`src/rtl/golden_nonce_arbiter.sv`:
```
// -----------------------------------------------------------------------------
// golden_nonce_arbiter
//
// Purpose:
//   Collects golden-nonce hits from NUM_CORES parallel miner cores and
//   serialises them into a first-word-fallthrough result FIFO. The UART
//   result transmitter drains the FIFO over a valid/ready handshake.
//   - Each core has a one-deep pending register.
//   - A round-robin arbiter moves one pending hit per cycle into the FIFO.
//   - job_reset flushes stale results whenever new work is loaded.
//
// Ports:
//   hash_clk     in   single rising-edge clock
//   reset_n      in   asynchronous active-low reset
//   job_reset    in   synchronous flush (new_work); overrides hits and pops
//   core_found   in   [NUM_CORES] single-cycle hit pulse per core
//   core_nonce   in   [NUM_CORES*32] core i nonce on bits [32i+31:32i]
//   out_valid    out  FIFO head valid
//   out_ready    in   consumer accepts the head
//   out_nonce    out  [32] head nonce (holds its last value while empty)
//   out_core     out  [CORE_W] head core index (holds its last value while empty)
//   fifo_level   out  current FIFO occupancy
//   drop_count   out  [8] saturating count of lost hits
// -----------------------------------------------------------------------------
module golden_nonce_arbiter #(
    parameter int NUM_CORES  = 4,
    parameter int FIFO_DEPTH = 4,
    parameter int CORE_W     = $clog2(NUM_CORES)
) (
    input  logic                          hash_clk,
    input  logic                          reset_n,
    input  logic                          job_reset,
    input  logic [NUM_CORES-1:0]          core_found,
    input  logic [NUM_CORES*32-1:0]       core_nonce,
    output logic                          out_valid,
    input  logic                          out_ready,
    output logic [31:0]                   out_nonce,
    output logic [CORE_W-1:0]             out_core,
    output logic [$clog2(FIFO_DEPTH):0]   fifo_level,
    output logic [7:0]                    drop_count
);

    localparam int PTR_W   = $clog2(FIFO_DEPTH);
    localparam int LVL_W   = PTR_W + 1;
    localparam int ENTRY_W = CORE_W + 32;

    // ------------------------------------------------------------------
    // State
    // ------------------------------------------------------------------
    logic [NUM_CORES-1:0] pend_q, pend_d;
    logic [31:0]          pend_nonce_q [NUM_CORES];
    logic [31:0]          pend_nonce_d [NUM_CORES];
    logic [CORE_W-1:0]    rr_ptr_q, rr_ptr_d;
    logic [7:0]           drop_q, drop_d;

    logic [ENTRY_W-1:0]   mem_q [FIFO_DEPTH];
    logic [PTR_W-1:0]     wr_ptr_q, wr_ptr_d;
    logic [PTR_W-1:0]     rd_ptr_q, rd_ptr_d;
    logic [LVL_W-1:0]     level_q, level_d;
    logic [31:0]          head_nonce_q, head_nonce_d;
    logic [CORE_W-1:0]    head_core_q, head_core_d;

    // ------------------------------------------------------------------
    // Arbiter
    // ------------------------------------------------------------------
    logic              push_ok;
    logic              grant_vld;
    logic [CORE_W-1:0] grant_idx;
    int                srch_idx;

    // Push eligibility uses the level before this cycle's pop, so a full
    // FIFO that is being drained still defers the next push by one cycle.
    assign push_ok = (level_q < LVL_W'(FIFO_DEPTH));

    always_comb begin
        grant_vld = 1'b0;
        grant_idx = '0;
        srch_idx  = 0;
        if (push_ok) begin
            for (int k = 0; k < NUM_CORES; k++) begin
                srch_idx = int'(rr_ptr_q) + k;
                if (srch_idx >= NUM_CORES) begin
                    srch_idx = srch_idx - NUM_CORES;
                end
                if (!grant_vld && pend_q[srch_idx]) begin
                    grant_vld = 1'b1;
                    grant_idx = CORE_W'(srch_idx);
                end
            end
        end
    end

    always_comb begin
        rr_ptr_d = rr_ptr_q;
        if (job_reset) begin
            rr_ptr_d = '0;
        end else if (grant_vld) begin
            if (grant_idx == CORE_W'(NUM_CORES - 1)) begin
                rr_ptr_d = '0;
            end else begin
                rr_ptr_d = grant_idx + CORE_W'(1);
            end
        end
    end

    // ------------------------------------------------------------------
    // Pending stage and drop accounting
    // ------------------------------------------------------------------
    logic [8:0] drop_sum;
    logic [8:0] drop_total;
    logic       granted_i;

    always_comb begin
        pend_d       = pend_q;
        pend_nonce_d = pend_nonce_q;
        drop_sum     = '0;
        granted_i    = 1'b0;
        for (int i = 0; i < NUM_CORES; i++) begin
            granted_i = grant_vld && (grant_idx == CORE_W'(i));
            if (core_found[i]) begin
                // A hit landing on the cycle its slot is granted refills the
                // slot rather than being lost.
                if (!pend_q[i] || granted_i) begin
                    pend_d[i]       = 1'b1;
                    pend_nonce_d[i] = core_nonce[32*i +: 32];
                end else begin
                    drop_sum = drop_sum + 9'd1;
                end
            end else if (granted_i) begin
                pend_d[i] = 1'b0;
            end
        end
        if (job_reset) begin
            pend_d = '0;
        end
    end

    always_comb begin
        drop_total = {1'b0, drop_q} + drop_sum;
        drop_d     = drop_q;
        if (!job_reset) begin
            drop_d = (drop_total > 9'd255) ? 8'hFF : drop_total[7:0];
        end
    end

    // ------------------------------------------------------------------
    // Result FIFO
    // ------------------------------------------------------------------
    logic               pop;
    logic               push;
    logic [ENTRY_W-1:0] push_entry;
    logic [LVL_W-1:0]   level_after_pop;

    assign out_valid  = (level_q != '0);
    assign pop        = out_valid && out_ready;
    assign push       = grant_vld;
    assign push_entry = {grant_idx, pend_nonce_q[grant_idx]};

    always_comb begin
        wr_ptr_d        = wr_ptr_q;
        rd_ptr_d        = rd_ptr_q;
        level_d         = level_q;
        head_nonce_d    = head_nonce_q;
        head_core_d     = head_core_q;
        level_after_pop = level_q - LVL_W'(pop);
        if (job_reset) begin
            wr_ptr_d = '0;
            rd_ptr_d = '0;
            level_d  = '0;
        end else begin
            if (push) begin
                wr_ptr_d = wr_ptr_q + PTR_W'(1);
            end
            if (pop) begin
                rd_ptr_d = rd_ptr_q + PTR_W'(1);
            end
            level_d = level_after_pop + LVL_W'(push);

            // The head register presents the entry at rd_ptr_d. If the FIFO
            // would be empty after the pop, the new head is the entry being
            // pushed right now, which is not yet in the array.
            if (push && (level_after_pop == '0)) begin
                {head_core_d, head_nonce_d} = push_entry;
            end else if (level_d != '0) begin
                {head_core_d, head_nonce_d} = mem_q[rd_ptr_d];
            end
        end
    end

    always_ff @(posedge hash_clk) begin
        if (push && !job_reset) begin
            mem_q[wr_ptr_q] <= push_entry;
        end
    end

    // ------------------------------------------------------------------
    // Registers
    // ------------------------------------------------------------------
    always_ff @(posedge hash_clk or negedge reset_n) begin
        if (!reset_n) begin
            pend_q       <= '0;
            rr_ptr_q     <= '0;
            drop_q       <= '0;
            wr_ptr_q     <= '0;
            rd_ptr_q     <= '0;
            level_q      <= '0;
            head_nonce_q <= '0;
            head_core_q  <= '0;
            for (int i = 0; i < NUM_CORES; i++) begin
                pend_nonce_q[i] <= '0;
            end
        end else begin
            pend_q       <= pend_d;
            rr_ptr_q     <= rr_ptr_d;
            drop_q       <= drop_d;
            wr_ptr_q     <= wr_ptr_d;
            rd_ptr_q     <= rd_ptr_d;
            level_q      <= level_d;
            head_nonce_q <= head_nonce_d;
            head_core_q  <= head_core_d;
            for (int i = 0; i < NUM_CORES; i++) begin
                pend_nonce_q[i] <= pend_nonce_d[i];
            end
        end
    end

    assign out_nonce  = head_nonce_q;
    assign out_core   = head_core_q;
    assign fifo_level = level_q;
    assign drop_count = drop_q;

endmodule

```
`config.mk`:
```
export PLATFORM = sky130hd
export DESIGN_NAME = golden_nonce_arbiter
export DESIGN_NICKNAME = d
export VERILOG_FILES = /design/src/rtl/golden_nonce_arbiter.sv
export SDC_FILE = /design/constraint.sdc
export NUM_CORES = 1
export LEC_CHECK = 0
export ABC_AREA = 1
export CORE_AREA = 2 2 176 161
export CTS_CLUSTER_DIAMETER = 80
export DETAILED_ROUTE_END_ITERATION = 12
export DIE_AREA = 0 0 178 163
export PLACE_DENSITY_LB_ADDON = 0.3
export SYNTH_ARGS = -nofsm -noshare
export SYNTH_HDL_FRONTEND = slang
export SYNTH_SLANG_ARGS = --single-unit
```
`constraint.sdc`:
```
create_clock -name hash_clk -period 5.74 [get_ports hash_clk]
set_input_delay 0.861 -clock hash_clk [delete_from_list [all_inputs] [get_ports hash_clk]]
set_output_delay 0.861 -clock hash_clk [all_outputs]
set_load 0.01 [all_outputs]
```
* Yosys cells after proc, flatten, opt, wreduce, memory -nomap -nowiden
Memories as Yosys holds them, arrays and structs flattened.
Cells that the tools add are included.
** Cells by class
- Add/sub/neg operators :: 16
- $mul :: 0
- Divide/modulo/power cells :: 0
- Order comparisons :: 11
- Equal/unequal tests :: 7
- Shift-type cells :: 0
- Muxes and demuxes :: 73
- Bitwise operators :: 2
- Reductions and logical operators :: 41
** Operator list (count)
- $mux 32 :: 12
- $lt 32x4->1 const B :: 4
- $bmux 32 s2 :: 1
- $mux 9 :: 6
- $mux 1 :: 32
- $mux 2 :: 15
- $add 9x1->9 const B :: 3
- $reduce_and 2->1 :: 9
- $reduce_bool 3->1 :: 6
- $ge 3x3->1 const B :: 4
- $ne 3x2->1 const B :: 4
- $sub 3x3->4 const B :: 3
- $logic_and 1x1->1 :: 10
- $add 8x9->9 :: 1
- $gt 9x8->1 const B :: 1
- $bmux 1 s2 :: 4
- $logic_not 1->1 :: 8
- $mux 8 :: 1
- $add 2x1->2 const B :: 3
- $add 2x2->3 const B :: 2
- $eq 2x2->1 const B :: 2
- $logic_or 1x1->1 :: 4
- $mux 4 :: 1
- $reduce_bool 2->1 :: 2
- 12 further kinds :: 12
** Word-level totals
- Register bits after elaboration :: 183
- Latch bits :: 0
- Memory bits (writable) :: 136
- Bits in read-only memories :: 0
- Bits of input ports :: 136
- Output and inout port bits :: 46
- Word-level logic and storage cells :: 166
- Memories :: 1
** Memory list
- mem_q :: words 4, width 34, rd ports 1, clocked after memory_dff 0, wr ports 1, RTL line 56 : logic [ENTRY_W-1:0] mem_q [FIFO_DEPTH];

* Logic depth before layout (Yosys ltp)
- Depth after elaboration :: 37
- Mapped depth :: 38
- Mapped depth without buffers :: 35

* Worst setup path after synthesis
OpenSTA, ideal clock, no wires.
- Kind :: reg-to-reg
- Start point :: register rr_ptr_q[0]
- End point :: register drop_q[1], in the netlist drop_count[1]
- Setup time :: 87 ps
- Data arrival time :: 4736 ps
- Data required time :: 5653 ps
- Setup slack :: 917 ps
- Stages on the path, launching flop included :: 37
- Cells stage by stage :: dfrtp_1 > buf_6 > inv_6 > nand2_1 > nand2_1 > nand2_1 > nand2_2 > nor2_4 > nand3_2 > nand2_4 > inv_4 > nand2_4 > buf_2 > inv_1 > ha_1 > inv_1 > o21ai_2 > buf_2 > inv_1 > ha_1 > nand2_1 > nand2_1 > ha_1 > nand2_1 > o21ai_0 > ha_1 > inv_1 > nand2_1 > o21ai_0 > fa_1 > o21ai_0 > a21oi_1 > nor3_1 > nand2_1 > nor2_1 > nor2_1 > a22oi_1
** On the way
- Cells in the longest elaborated chain, start to end :: 37
- Elaborated cells on any way between the ends :: 76
- Classes of those cells :: add/sub (11); order compare (5); eq/ne (3); mux (42); reduce/logical (15)
** Ends and longest elaborated chain
- start: declaration :: RTL line 53 : logic [CORE_W-1:0] rr_ptr_q, rr_ptr_d;
- start signal: assignment :: RTL line 214 : rr_ptr_q <= rr_ptr_d;
- $sub 2x3->4 / $ge 2x3->1 (equally long branches) :: RTL line 83, 82
- $mux 32 :: RTL line 82 : if (srch_idx >= NUM_CORES) begin
- $mux 32 :: RTL line 79 : if (push_ok) begin
- $bmux 1 s2 :: RTL line 85 : if (!grant_vld && pend_q[srch_idx]) begin
- $mux 1 (not written as such) (2 in series) :: RTL line 85
- $mux 1 :: RTL line 85
- $mux 1 :: RTL line 79
- $logic_not 1->1 :: RTL line 85
- [... 11 more ...]
- named net grant_idx[0] :: RTL line 68 : logic [CORE_W-1:0] grant_idx;
- [... 9 more ...]
- $mux 9 :: RTL line 123 : if (!pend_q[i] || granted_i) begin
- $mux 9 :: RTL line 120 : if (core_found[i]) begin
- $add 9x1->9 :: RTL line 127 : drop_sum = drop_sum + 9'd1;
- $mux 9 :: RTL line 123
- $mux 9 * :: RTL line 120
- $add 8x9->9 * :: RTL line 139 : drop_total = {1'b0, drop_q} + drop_sum;
- $gt 9x8->1 :: RTL line 142 : drop_d = (drop_total > 9'd255) ? 8'hFF : drop_total[7:0];
- $mux 8 * :: RTL line 142
- end signal: assignment :: RTL line 215 : drop_q <= drop_d;
- end: declaration :: RTL line 54 : logic [7:0] drop_q, drop_d;
Mark *: on every way through the listed nets, which the timed path passes. The rest lies on a longest branch. The select of a mux whose other input is x is not followed.
A chain may end at the register's enable or synchronous reset.

* Worst setup path after layout
- Start point :: register rr_ptr_q[0]
- End point :: register drop_q[5], in the netlist drop_count[5]
The elaborated chain is that of the path after synthesis.

==> run_results.csv <==
group,metric,value,unit
timing,fin_crit_sh,89.4,%
timing,slew_headroom,22.6,%
critical_path,worstSetupEndpointType,"flip-flop",
floorplanning,start_util,55.1,%
floorplanning,dieWidth,178,um
timing,max_freq,0.195,GHz
timing,fin_skew,10.5,ps
placement,detailed_place_hpwl,25100,um
synthesis,synthTopCellsByArea,"dfrtp_1, edfxtp_1, nand2_1",
critical_path,max_stage_delay,580,ps
floorplanning,core_area,27400,um2
critical_path,slowest_stage,"dfrtp_1",
global_route,grt_pass1_wl,60500,um
finish,drive_above_1_share,6.96,%
synthesis,ys_ff_latch,319,
clock_network,cts-resized-gates,0,
clock_network,clock_path_buffers,3,
global_route,grt-ovfl-total,0,
clock_network,htreeDepth,2,
clock_network,tritoncts,"built",
synthesis,syn-num-nets,1827,
clock_network,clk_pin_slew,60,ps
clock_network,cts_root_buf,"clkbuf_16",
drt,drt-total-wl,38300,um
power_and_ir_drop,leakage,8.24,nW
synthesis,syn-instance-count,1671,
floorplanning,die_h,163,um
critical_path,rrSetupSlack,610,ps
critical_path,cp.required,6160,ps
synthesis,yosysWarningCount,0,
worst_hold_path,min_path_type,"reg2reg",
global_route,grt_max_degree,184,
timing,fin_tns_setup,0,ps
synthesis,synth_cell_types,38,
synthesis,syn-cell-area,15100,um2
floorplanning,io_pins,182,
finish,area_growth,20.0,%
power_and_ir_drop,cellPowerDensity,669,nW/um2
synthesis,synth.top_cell.area_share,30.4,%
timing,setup_viol_count_final,0,
finish,mostFrequentLayoutCells,"nand2_1, nand3_1, dfrtp_1",
critical_path,cp_data_arrival_time,5550,ps
global_route,antenna_found_initial,0,
placement,portBuffers,181,
clock_network,cts_setup_buffers,0,
finish,layout_commonest_cell,"nand2_1",
timing,rsz0062_at_grt,"false",
global_route,grt_pass1_vias,11530,
job,maxCapViolCount,0,
finish,multi_input_area,5400,um2
clock_network,ctsHoldBuffers,0,
drt,vias_per_cell,5.49,
synthesis,syn_avg_cell_area,9.02,um2
timing,tightestPinTransition,1160,ps
placement,gp_congestion,0.884,
finish,regArea,8660,um2
finish,fin_util,66.1,%
synthesis,yosysTopAreaCell,"dfrtp_1",
critical_path,cp-start-kind,"flip-flop",
timing,maxSlewViolCount,0,
finish,nFillCells,2119,
power_and_ir_drop,vdd_ir_drop_max,526,uV
run_status,status,"finished, final reports clean",
global_route,grt_util_all_layers,27.1,%
drt,ant_nets,0,
drt,vias,12073,
drt,drt-initial-drc-count,1268,
clock_network,clock_latency,510,ps
critical_path,worstSetupPathType,"reg2reg",
drt,post_drt_wl_per_cell,17.4,um
floorplanning,placementRows,58,
clock_network,cts_sinks,319,
finish,diodes,0,
critical_path,cp_max_fo,19,
floorplanning,dieArea,29000,um2
clock_network,cts_buffers,34,
timing,hold_viol,0,
drt,drc_errors,0,
critical_path,cpMostUsedCell,"nand2_1",
drt,drtPass1Iterations,5,
finish,fin_nets,1971,
synthesis,yosysSeqAreaShare,57.5,%
timing,finalCriticalPeriod,5130,ps
[registers in the layout, indices dropped and copies added (netlist names)]
name          cells
mem_q           136
pend_nonce_q    128
out_nonce        32
drop_count        8
pend_q            4
fifo_level        3
out_core          2
rd_ptr_q          2
rr_ptr_q          2
wr_ptr_q          2
[cell families (layout without fill, tap and decap cells)]
logic type	after synthesis	after routing	synth area share, %
buffers and inverters	221	389	6.75
flip-flops	319	319	57.5
XOR/XNOR	6	6	0.473
AO/OA/AOI/OAI	129	129	4.42
adder cells (fa/ha/maj)	20	20	1.71
AND/OR/NAND/NOR	976	976	29.2
[layer usage]
metal	GRT usage, %	part of all wire (%)	routed length, um
met2	38.3	43	16600
met4	8.68	2.3	863
met5	0	0	0
met3	6.09	10	3860
met1	41.4	44	16900
[critical path, delay by kind of cell, from the launching register on]
kind	cells	cell delay, ps
fa+ha+maj	5	1510
simple gates	15	1440
compound gates	7	1030
flops	1	580
buf+inv	5	480
[cells in the mapped netlist]
cell and count:
a211oi_1 1, a21oi_1 104, a22oi_1 2, and3_1 1
buf_1 1, buf_2 57, buf_4 9, buf_6 7
buf_8 2, clkbuf_1 20, clkinv_1 1, dfrtp_1 183
edfxtp_1 136, fa_1 1, ha_1 19, inv_1 116
inv_2 6, inv_4 1, inv_6 1, nand2_1 542
nand2_2 23, nand2_4 3, nand3_1 239, nand3_2 12
nand3b_1 65, nand4_1 1, nor2_1 82, nor2_2 1
nor2_4 2, nor3_1 3, o211ai_1 2, o21ai_0 15
o21ai_1 3, o21ai_2 2, or2_2 2, xnor2_1 2
xor2_1 3, xor2_4 1
[report_power, final]
group          leakage, nW  switching, mW  internal [mW]
combinational         4.30           4.12           1.78
clock                0.535          0.857           1.31
sequential            3.41          0.303           3.74
total                 8.24           5.28           6.83
[cell type report]
class                           count  share of cell area (%)
Multi-Input combinational cell   1131                    29.9
Clock buffer                       48                    5.33
Inverter                          125                    2.64
Clock inverter                     12                   0.747
Timing Repair Buffer              204                    11.0
Sequential cell                   319                    47.9
Tap cell                          360                    2.49
[final timing paths]
check / start / end / cells after the start
worst max register to register: rr_ptr_q[0]$_DFFE_PN0P_ / drop_count[5]$_DFFE_PN0N_ / 32
min in group asynchronous: reset_n / drop_count[5]$_DFFE_PN0N_ / 2
worst min register to register: pend_nonce_q[64]$_DFFE_PN0P_ / pend_nonce_q[64]$_DFFE_PN0P_ / 2
worst min-delay path: pend_nonce_q[64]$_DFFE_PN0P_ / pend_nonce_q[64]$_DFFE_PN0P_ / 2
max in group asynchronous: reset_n / fifo_level[1]$_DFF_PN0_ / 2
worst max-delay path: rr_ptr_q[0]$_DFFE_PN0P_ / drop_count[5]$_DFFE_PN0N_ / 32
[through the flow]
step | hold slack, ps | worst slack, ps | area [um2] | power, mW | instances
6_report | 464 | 611 | 18100 | 12.1 | 2199
5_1_grt | 480 | 60.0 | 18100 | 12.9 | 2199
4_1_cts | 465 | 654 | 18100 | 12.0 | 2199
3_5_place_dp | 450 | 661 | 17000 | 9.84 | 2139
3_3_place_gp | 445 | 844 | 17000 | 9.65 | 2139
2_1_floorplan | 433 | 917 | 15100 | 8.05 | 1671
No activity file was read; power rests on OpenSTA's default activity.
